### src/rtl/gray_arb_pkg.sv
// Shared types and defaults for the gray-image read-port arbiter.
// Burst mode is enabled by defining GRAY_ARB_BURST_EN.
package gray_arb_pkg;

  localparam int ADDR_W    = 14;
  localparam int DATA_W    = 8;
  localparam int BURST_MAX = 3;

  typedef enum logic {
    PORT_LBP = 1'b0,
    PORT_AUX = 1'b1
  } port_id_t;

  typedef struct packed {
    logic     vld;
    port_id_t tag;
  } ret_t;

  function automatic port_id_t other_port(input port_id_t p);
    return (p == PORT_LBP) ? PORT_AUX : PORT_LBP;
  endfunction

endpackage

### src/rtl/gray_port_arbiter_rr_pick2.sv
// Two-way round-robin pick with an optional lock that pins
// the grant to one port while that port keeps requesting.
module rr_pick2
  import gray_arb_pkg::*;
(
  input  logic       en,
  input  logic [1:0] req,
  input  port_id_t   last,
  input  logic       lock,
  input  port_id_t   lock_id,
  output logic [1:0] gnt
);

  always_comb begin
    gnt = 2'b00;
    if (!en) begin
      gnt = 2'b00;
    end else if (lock && req[lock_id]) begin
      gnt[lock_id] = 1'b1;
    end else if (&req) begin
      gnt[other_port(last)] = 1'b1;
    end else begin
      gnt = req;
    end
  end

endmodule

### src/rtl/gray_port_arbiter.sv
// Shares the gray-image memory read port between two consumers.
// GRAY_ARB_BURST_EN keeps the winner for up to BURST_MAX beats.
module gray_port_arbiter
  import gray_arb_pkg::*;
#(
  parameter int ADDR_W    = gray_arb_pkg::ADDR_W,
  parameter int DATA_W    = gray_arb_pkg::DATA_W,
  parameter int BURST_MAX = gray_arb_pkg::BURST_MAX
) (
  input  logic              clk,
  input  logic              reset,
  input  logic              mem_ready,
  output logic              mem_req,
  output logic [ADDR_W-1:0] mem_addr,
  input  logic [DATA_W-1:0] mem_rdata,
  input  logic              req0,
  input  logic [ADDR_W-1:0] addr0,
  input  logic              req1,
  input  logic [ADDR_W-1:0] addr1,
  output logic              gnt0,
  output logic              gnt1,
  output logic              rvalid0,
  output logic [DATA_W-1:0] rdata0,
  output logic              rvalid1,
  output logic [DATA_W-1:0] rdata1,
  output logic              busy
);

  if (BURST_MAX < 1) begin : g_bad_burst_max
    $error("BURST_MAX must be at least 1");
  end

  logic [1:0]        req;
  logic [1:0]        gnt;
  logic              accept;
  port_id_t          sel;
  logic [ADDR_W-1:0] addr_sel;
  logic              lock;

  port_id_t          last_q, last_d;
  logic              mem_req_q, mem_req_d;
  logic [ADDR_W-1:0] mem_addr_q, mem_addr_d;
  port_id_t          tag_q, tag_d;
  ret_t              ret_q, ret_d;

  assign req = {req1, req0};

  rr_pick2 u_pick (
    .en      (mem_ready),
    .req     (req),
    .last    (last_q),
    .lock    (lock),
    .lock_id (last_q),
    .gnt     (gnt)
  );

  assign accept   = |(req & gnt);
  assign sel      = gnt[1] ? PORT_AUX : PORT_LBP;
  assign addr_sel = gnt[1] ? addr1 : addr0;

`ifdef GRAY_ARB_BURST_EN
  localparam int CW = $clog2(BURST_MAX + 1);

  logic [CW-1:0] cnt_q, cnt_d;

  // Count saturates so a lone owner hands over as soon as
  // the other port asks.
  assign lock = (cnt_q != '0) && (cnt_q < CW'(BURST_MAX));

  always_comb begin
    cnt_d = cnt_q;
    if (!mem_ready) begin
      cnt_d = '0;
    end else if (accept) begin
      if (sel != last_q)
        cnt_d = CW'(1);
      else if (cnt_q < CW'(BURST_MAX))
        cnt_d = cnt_q + 1'b1;
    end else if (!req[last_q]) begin
      cnt_d = '0;
    end
  end

  always_ff @(posedge clk or posedge reset) begin
    if (reset) cnt_q <= '0;
    else       cnt_q <= cnt_d;
  end
`else
  assign lock = 1'b0;
`endif

  always_comb begin
    last_d     = last_q;
    mem_req_d  = accept;
    mem_addr_d = mem_addr_q;
    tag_d      = tag_q;
    if (accept) begin
      last_d     = sel;
      mem_addr_d = addr_sel;
      tag_d      = sel;
    end
    ret_d.vld = mem_req_q;
    ret_d.tag = tag_q;
  end

  always_ff @(posedge clk or posedge reset) begin
    if (reset) begin
      last_q     <= PORT_AUX;
      mem_req_q  <= 1'b0;
      mem_addr_q <= '0;
      tag_q      <= PORT_LBP;
      ret_q      <= '{vld: 1'b0, tag: PORT_LBP};
    end else begin
      last_q     <= last_d;
      mem_req_q  <= mem_req_d;
      mem_addr_q <= mem_addr_d;
      tag_q      <= tag_d;
      ret_q      <= ret_d;
    end
  end

  assign gnt0     = gnt[0];
  assign gnt1     = gnt[1];
  assign mem_req  = mem_req_q;
  assign mem_addr = mem_addr_q;

  assign rvalid0 = ret_q.vld && (ret_q.tag == PORT_LBP);
  assign rvalid1 = ret_q.vld && (ret_q.tag == PORT_AUX);
  assign rdata0  = rvalid0 ? mem_rdata : '0;
  assign rdata1  = rvalid1 ? mem_rdata : '0;
  assign busy    = mem_req_q | ret_q.vld;

endmodule

### config.mk
export PLATFORM = sky130hd
export DESIGN_NAME = gray_port_arbiter
export DESIGN_NICKNAME = d
export VERILOG_FILES = /design/src/rtl/gray_arb_pkg.sv /design/src/rtl/gray_port_arbiter_rr_pick2.sv /design/src/rtl/gray_port_arbiter.sv
export SDC_FILE = /design/constraint.sdc
export NUM_CORES = 1
export LEC_CHECK = 0
export CAP_MARGIN = 40
export CORE_AREA = 2 2 61 57
export DETAILED_ROUTE_END_ITERATION = 8
export DIE_AREA = 0 0 63 59
export PLACE_DENSITY = 0.86
export SYNTH_ARGS = -nofsm -noshare
export SYNTH_HDL_FRONTEND = slang
export SYNTH_SLANG_ARGS = --single-unit
### constraint.sdc
create_clock -name clk -period 1.59 [get_ports clk]
set_input_delay 0.2385 -clock clk [delete_from_list [all_inputs] [get_ports clk]]
set_output_delay 0.2385 -clock clk [all_outputs]
set_load 0.01 [all_outputs]
Yosys cells after proc, flatten, opt, wreduce, memory -nomap -nowiden
Cells that the tools add are included.
Word-level totals
  output and inout port bits: 36
  logic and storage cells: 25
  register bits: 19
Cells by class
  magnitude comparators: 2
  bitwise logic cells: 3
  reduce and logical (&&, ||, !) cells: 5
  muxes and demuxes: 9
Operators with widths (number)
  8-bit 2-to-1 mux: 2
  14-bit 2-to-1 mux: 1
  2-bit 2-to-1 mux: 2
  1-bit logical AND: 3
  1-bit 2-to-1 mux: 3
  2-bit bitwise AND: 1
  1-bit by 2-bit < comparator with 1-bit output, second input constant: 1
  2-bit AND reduction: 1
  2-bit OR reduction: 1
  1-bit demux with 1-bit select: 1
  1-bit >= comparator, second input constant: 1
  1-bit inverter: 1
  1-bit bitwise OR: 1

Logic depth before layout (Yosys ltp)
Gate-level depths: netlist of the first run.
  word-level depth: 9
  depth in mapped cells: 4
  gate-level depth less buffers: 3

By module
A second synthesis of the first run with hierarchy kept.
Unflattened totals
  cell total of the unflattened synthesis: 83
  area, all modules: 1066.0 sq um
By module, submodules not included
  gray_port_arbiter: sequential area each 476.7 sq um, times used 1, cells each 77, area each 1029.7 sq um
  rr_pick2: sequential area each 0.0 sq um, times used 1, cells each 6, area each 36.3 sq um

Least setup slack after synthesis of the first run
Ideal clock, no wire load.
  path type: flip-flop to flip-flop
  start: reg last_q
  end: reg tag_q
  setup slack: 0.362 ns
  library setup time: 0.119 ns
  cell stages (with the launch flop): 5
  period minus slack after synthesis: 1.228 ns
  arrival: 1.109 ns
  buffers on the path: 1
  data required time: 1.471 ns
  cell sequence: dfstp_2 -> inv_1 -> a21oi_4 -> buf_6 -> o21ba_2
Between the ends
  longest elaborated chain between the ends: 9
  elaborated cells on any way between the ends: 11
  those cells by class: order compare (2); mux (6); bitwise (1); reduce/logical (2)
Ends and longest elaborated chain
  start, declared: line gray_port_arbiter.sv:40  | port_id_t last_q, last_d;
  start signal, assigned: line gray_port_arbiter.sv:114  | last_q <= last_d;
  1-bit 2-to-1 mux *: line gray_arb_pkg.sv:20  | return (p == PORT_LBP) ? PORT_AUX : PORT_LBP;
  1-bit by 2-bit < comparator with 1-bit output (not written as such) or 1-bit >= comparator (tied branches): line gray_port_arbiter_rr_pick2.sv:21  | gnt[other_port(last)] = 1'b1;
  1-bit logical AND (not written as such): line gray_port_arbiter_rr_pick2.sv:21
  1-bit 2-to-1 mux (not written as such): line gray_port_arbiter_rr_pick2.sv:21
  1-bit demux with 1-bit select *
  2-bit 2-to-1 mux *: line gray_port_arbiter_rr_pick2.sv:20  | end else if (&req) begin
  2-bit 2-to-1 mux *: line gray_port_arbiter_rr_pick2.sv:16  | if (!en) begin
  net gnt0: line gray_port_arbiter.sv:20  | output logic gnt0,
  2-bit bitwise AND *: line gray_port_arbiter.sv:57  | assign accept = |(req & gnt);
  2-bit OR reduction *: line gray_port_arbiter.sv:57
  end signal, assigned: line gray_port_arbiter.sv:117  | tag_q <= tag_d;
  end, declared: line gray_port_arbiter.sv:43  | port_id_t tag_q, tag_d;
Mark *: on every way through the listed nets, which the timed path passes. The rest lies on a longest branch.
A chain may end at the register's enable or synchronous reset.

Final worst setup path of the first run
  start: reg ret_q[0] (netlist bit)
  end: out rdata1[6]
Between the ends
  longest elaborated chain between the ends: 2
Ends and longest elaborated chain
  start, declared: line gray_port_arbiter.sv:44  | ret_t ret_q, ret_d;
  start signal, assigned: line gray_port_arbiter.sv:112  | ret_q <= '{vld: 1'b0, tag: PORT_LBP};
  start signal, assigned: line gray_port_arbiter.sv:118  | ret_q <= ret_d;
  1-bit logical AND: line gray_port_arbiter.sv:128  | assign rvalid1 = ret_q.vld && (ret_q.tag == PORT_AUX);
  8-bit 2-to-1 mux: line gray_port_arbiter.sv:130  | assign rdata1 = rvalid1 ? mem_rdata : '0;
  end, declared: line gray_port_arbiter.sv:25  | output logic [DATA_W-1:0] rdata1,
Every way passes these cells.

==> impl_metrics.yaml, run 1 <==
place:
  portBuffers: 76
  gp_congestion: 0.797
  dpl.cell_count: 207
  hpwl_um: 2590
critical_path:
  required_ns: 1.35
  reg2reg_from: "last_q$_DFFE_PP1P_"
  crit_buf_inv: 2
  crit_arrival_ns: 1.28
  worst-path-max-fanout: 9
  slowest_stage: "dfrtp_1"
  worstPathCellList: "buf_4, and3_1, dlygate4sd2_1"
  cpLargestDelayFamily: "buffers and inverters"
  crit_path_end_kind: "output pin"
  max_stage_delay_ns: 0.40
  cp-start-kind: "flop"
  critical_path_class: "reg -> out"
  cp-startpoint: "ret_q[0]$_DFF_PP0_"
finish:
  nets: 211
  nFillCells: 267
  final-instance-count-excl-fill: 211
  multiInputGateArea_um2: 420
  area_growth_pct: 88.3
  drive_gt1_share_pct: 21.3
  n_antenna_cell: 0
  register_area_um2: 477
run_status:
  status: "finished clean"
power_and_ir_drop:
  finalPower_mw: 1.40
  cellLeakagePower_nw: 0.828
  max-vdd-ir-drop_mv: 0.402
  powerDensity_nw_per_um2: 781
clock_tree:
  cts_made_buffers: 3
  root_buffer: "clkbuf_4"
  clkTransAtPathRegs_ns: 0.11
  cts_max_path_buffers: 2
  cts_tree: "done"
  htreeDepth: 1
  clkSinkCount: 19
  post_cts.repair.setup_buffers: 0
  clk_latency_ns: 0.29
synthesis:
  synth_seq_cells: 19
  synth.top_cell.area_share_pct: 47.4
  synth_fp_nets: 123
  yosysWarningCount: 0
  synth_area_per_cell_um2: 11.6
  synth.area.top_cells: "dfrtp_1 (47%), a221o_1 (15%), and2_1 (6.6%), and2_0 (5.3%), and3_1 (5.3%)"
  yosysSeqAreaShare_pct: 50.2
  netlist_area_um2: 950
  yosys.area.top_type: "dfrtp_1"
  netlist_instances: 82
  synth.distinct_cells: 17
route:
  ant_nets: 0
  drt_drc_violations_left: 0
  drt-vias-per-instance: 4.80
  dr.pass1.iters: 4
  wl_per_cell_um: 15.0
  drt_iter0_drc: 15
  routed_wl_um: 3160
  vias: 1012
timing:
  slew-limit-headroom_pct: 65.4
  rsz0062_at_grt: "no"
  period_share_pct: 95.5
  hold_violations: 0
  finalSetupViolCount: 0
  tightest_slew_ns: 0.518
  fmax_mhz: 659
  skew_ns: 0.000933
  slew_violations: 0
  fin_crit_ns: 1.52
global_routing:
  grt_overflow: 0
  grt_max_degree: 16
  antenna_found_initial: 0
  grt_pass1_vias: 1123
  track_usage_pct: 17.6
  grt_pass1_wl_um: 5040
die:
  placeableCoreArea_um2: 3020
  die_area_um2: 3720
  rows: 19
  die_w_um: 63
  top_level_ports: 77
  start_util_pct: 31.5
  die_h_um: 59
hold_path:
  hp-class: "in -> async"
flow_run:
  drv_cap: 0
==> flip-flops by register name (all words and copies together) (netlist names) <==
signal,count
last_q,1
mem_addr,14
mem_req,1
ret_q,2
tag_q,1
==> kinds of logic (layout without fill, tap and decap cells) <==
family          after synthesis  after routing  share of synthesized area [%]
simple gates                 36             36                           23.6
compound gates               19             19                           20.7
flops                        19             19                           50.2
buf+inv                       8             95                           5.53
==> final cells by class <==
| class | count | share of cell area (%) |
|---|---|---|
| clock inverters | 1 | 0.280 |
| inverters | 3 | 0.630 |
| clock buffers | 3 | 1.26 |
| well taps | 42 | 2.94 |
| flip-flops and latches | 19 | 26.7 |
| multi-input cells | 55 | 23.5 |
| repair buffers | 88 | 44.7 |
==> placed cells by master (no fill, tap or decap), drive strengths merged <==
cell	instances
a21oi	2
a221o	14
and2	23
and3	8
buf	20
clkbuf	4
clkdlybuf4s15	7
clkdlybuf4s50	55
clkinv	1
dfrtp	18
dfstp	1
dlygate4sd2	5
inv	3
nand2	3
nor2b	1
o21ai	2
o21ba	1
or2	1
==> synthesized netlist by cell type <==
cell type  count
dfstp_2        1
nand2_1        3
and3_1         8
dfrtp_1       18
buf_6          3
nor2b_1        1
and2_0         8
clkbuf_1       2
and2_1        10
o21ai_2        1
o21ba_2        1
or2_2          1
and2_2         5
a221o_1       14
inv_1          3
a21oi_4        2
o21ai_0        1
==> final timing paths <==
| kind | to | cells past startpoint | slack [ns] |
|---|---|---|---|
| worst max-delay path | rdata1[6] | 3 | 0.07 |
| worst min-delay path | mem_addr[7]$_DFFE_PP0P_ | 2 | 0.26 |
| worst max register to register | mem_addr[4]$_DFFE_PP0P_ | 4 | 0.26 |
| worst min register to register | ret_q[0]$_DFF_PP0_ | 0 | 0.40 |
| max in group asynchronous | mem_addr[2]$_DFFE_PP0P_ | 3 | 0.83 |
| min in group clk | ret_q[0]$_DFF_PP0_ | 0 | 0.40 |
==> routing by layer <==
layer | wire, um | vias to the layer above | track usage (%)
met4 | 12 | 0 | 3.81
met1 | 1250 | 483 | 18.0
met5 | 0 | - | 0
li1 | - | 472 | -
met3 | 218 | 2 | 4.75
met2 | 1670 | 55 | 35.9
==> what timing repair did <==
item,4_1_cts,5_1_grt
hold buffers,0,0
cloned,0,0
resized for setup,42,12
endpoints found under the setup margin,21,11
==> report_power, final <==
group	switching, mW	internal, mW
Combinational	0.211	0.340
Clock	0.151	0.0935
Sequential	0.0403	0.562
Total	0.402	0.995
==> through the flow <==
| stage | instance area (um^2) | setup TNS, ns | utilization (%) | setup WS (ns) | hold WS (ns) |
|---|---|---|---|---|---|
| 6_report | 1790 | 0 | 59.2 | 0.0715 | 0.265 |
| 3_3_place_gp | 1810 | -1.00 | 60.0 | -0.197 | 0.362 |
| 3_5_place_dp | 1810 | -1.58 | 60.0 | -0.191 | 0.375 |
| 5_1_grt | 1790 | 0 | 59.2 | 0.00393 | 0.309 |
| 4_1_cts | 1800 | 0 | 59.7 | 0.00640 | 0.281 |
| 2_1_floorplan | 950 | 0 | - | 0.362 | 0.189 |
No activity file was read; power rests on OpenSTA's default activity.
==> run 2, diff against run 1 <==
CELL_PAD_IN_SITES_DETAIL_PLACEMENT = 0   (was default)
CELL_PAD_IN_SITES_GLOBAL_PLACEMENT = 1   (was default)
CORE_AREA = 2 2 73 68   (was 2 2 61 57)
CTS_CLUSTER_SIZE = 14   (was default)
DIE_AREA = 0 0 75 70   (was 0 0 63 59)
PLACE_DENSITY = 0.84   (was 0.86)
==> run 2 against run 1 <==
Against the previous run:
- sequential power about the same
- global-route usage decreased by 5.9 points
- clock-buffer cell count up 1
- power rose by 5.9%
- register-to-register slack improved by 0.02 ns
- hold slack improved by 0.022 ns
- cell count increased by 13%
- via count fell by 3.3%
- critical path type unchanged
- critical endpoint is now rdata0[1]
- largest cell class unchanged
==> impl_metrics.yaml, run 2 (synthesis gave the netlist of run 1 again) <==
finish:
  area_growth_pct: 95.7
  n_antenna_cell: 0
  drive_gt1_share_pct: 23.1
  nets: 215
  mostFrequentLayoutCell: "clkdlybuf4s50_1"
  fin_util_pct: 40.4
  mostFrequentLayoutCells: "clkdlybuf4s50_1 (55), dfrtp_1 (18), buf_4 (16), a221o_1 (14)"
  largest_register_ffs: 14
  nFillCells: 486
  fin_area_um2: 1860
power_and_ir_drop:
  internal_power_mw: 1.08
  switching_share_pct: 26.7
  cellLeakagePower_nw: 0.852
  seq_power_share_pct: 40.5
  p_clk_share_pct: 22.3
  max-vdd-ir-drop_mv: 0.276
  powerDensity_nw_per_um2: 796
  p_comb_share_pct: 37.2
  finalPower_mw: 1.48
  p_sw_mw: 0.395
clock_tree:
  cts_made_buffers: 3
  cts_max_path_buffers: 2
  htreeDepth: 1
  root_buffer: "clkbuf_8"
  clkSinkCount: 19
  clkTransAtPathRegs_ns: 0.07
  cts_tree: "done"
  clk_latency_ns: 0.25
die:
  top_level_ports: 77
  die_h_um: 70
  rows: 24
  die_area_um2: 5250
  die_w_um: 75
  start_util_pct: 20.7
  placeableCoreArea_um2: 4590
critical_path:
  r2r_slack_ns: 0.28
  cp-start-kind: "flop"
  reg2reg_from: "last_q$_DFFE_PP1P_"
  crit_arrival_ns: 1.28
  worst-path-max-fanout: 9
  slowest_stage: "dfrtp_1"
  critical_path_class: "reg -> out"
  crit_path_end_kind: "output pin"
  rr_endpoint: "mem_addr[5]$_DFFE_PP0P_"
  max_stage_delay_ns: 0.38
  reg2regPathDepth: 4
  worstPathCellList: "nor2b_1, buf_4, and2_1, clkdlybuf4s15_1"
  required_ns: 1.35
route:
  drt_drc_violations_left: 0
  wl_per_cell_um: 12.5
  ant_nets: 0
  drt-vias-per-instance: 4.11
  routed_wl_um: 2970
  dr.pass1.iters: 4
  drt_iter0_drc: 29
  vias: 979
global_routing:
  antenna_found_initial: 0
  grt_pass1_vias: 990
  track_usage_pct: 11.7
  grt_max_degree: 16
  grt_pass1_wl_um: 4660
  grt_overflow: 0
timing:
  period_share_pct: 95.4
  holdWs_ns: 0.287
  hold_violations: 0
  skew_ns: 0.000538
  rsz0062_at_grt: "no"
  fin_crit_ns: 1.52
  finalSetupViolCount: 0
  tightest_slew_ns: 0.160
  slew_violations: 0
  slew-limit-headroom_pct: 89.2
  fmax_mhz: 659
place:
  gp_congestion: 0.704
  place_area_um2: 1860
  portBuffers: 76
  hpwl_um: 2430
run_status:
  status: "finished clean"
hold_path:
  hp-class: "in -> async"
flow_run:
  drv_cap: 0
[run 2: per-layer routing]
layer | vias up | GRT usage, % | share of wire [%]
met5 | - | 0 | 0
met4 | 0 | 2.98 | 0.27
met3 | 2 | 3.75 | 12
met2 | 54 | 20.3 | 48
met1 | 441 | 13.7 | 39
li1 | 482 | - | -
[run 2: power groups by stage]
stage	Sequential, mW	Clock [mW]	Combinational, mW
after floorplan	0.641	0	0.185
after global placement	0.609	0	0.580
after detailed placement	0.607	0	0.584
after CTS	0.600	0.351	0.562
after global routing	0.612	0.378	0.599
final	0.599	0.330	0.550
[run 2: worst max path at each step]
stage	from	endpoint	slack (ns)	depth (start not counted)
2_1_floorplan	last_q$_DFFE_PP1P_	tag_q$_DFFE_PP0P_	0.36	4
3_3_place_gp	req1	gnt0	-0.21	4
3_5_place_dp	req0	gnt0	-0.21	4
4_1_cts	ret_q[1]$_DFF_PP0_	rdata1[1]	0.0004	4
5_1_grt	ret_q[1]$_DFF_PP0_	rdata0[2]	0.002	4
6_report	ret_q[1]$_DFF_PP0_	rdata0[1]	0.07	4
[run 2: per-stage QoR]
step,instances,setup WS [ns],TNS (ns)
floorplan,82,0.362,0
global placement,233,-0.215,-1.42
detailed placement,233,-0.207,-1.40
CTS,238,0.000415,0
global route,238,0.00155,0
finish,238,0.0725,0
[run 2: repair_timing]
item | 4_1_cts | 5_1_grt
endpoints found under the setup margin | 21 | 15
hold buffers | 0 | 0
setup buffers | 1 | 0
gates resized for setup | 24 | 22
[run 2: worst max-delay path, delay by kind of cell (launching register included)]
| family | cells | cell delay (ns) |
|---|---|---|
| DFF | 1 | 0.38 |
| buffers and inverters | 2 | 0.38 |
| and+or+nand+nor | 2 | 0.28 |
[run 2: final cells by class]
cell class	instances	area [um^2]	share of cell area, %
timing repair buffer	92	823	44.3
tap	65	81.3	4.38
sequential	19	477	25.7
inverter	3	11.3	0.606
multi-input combinational	55	420	22.6
clock buffer	4	45.0	2.42
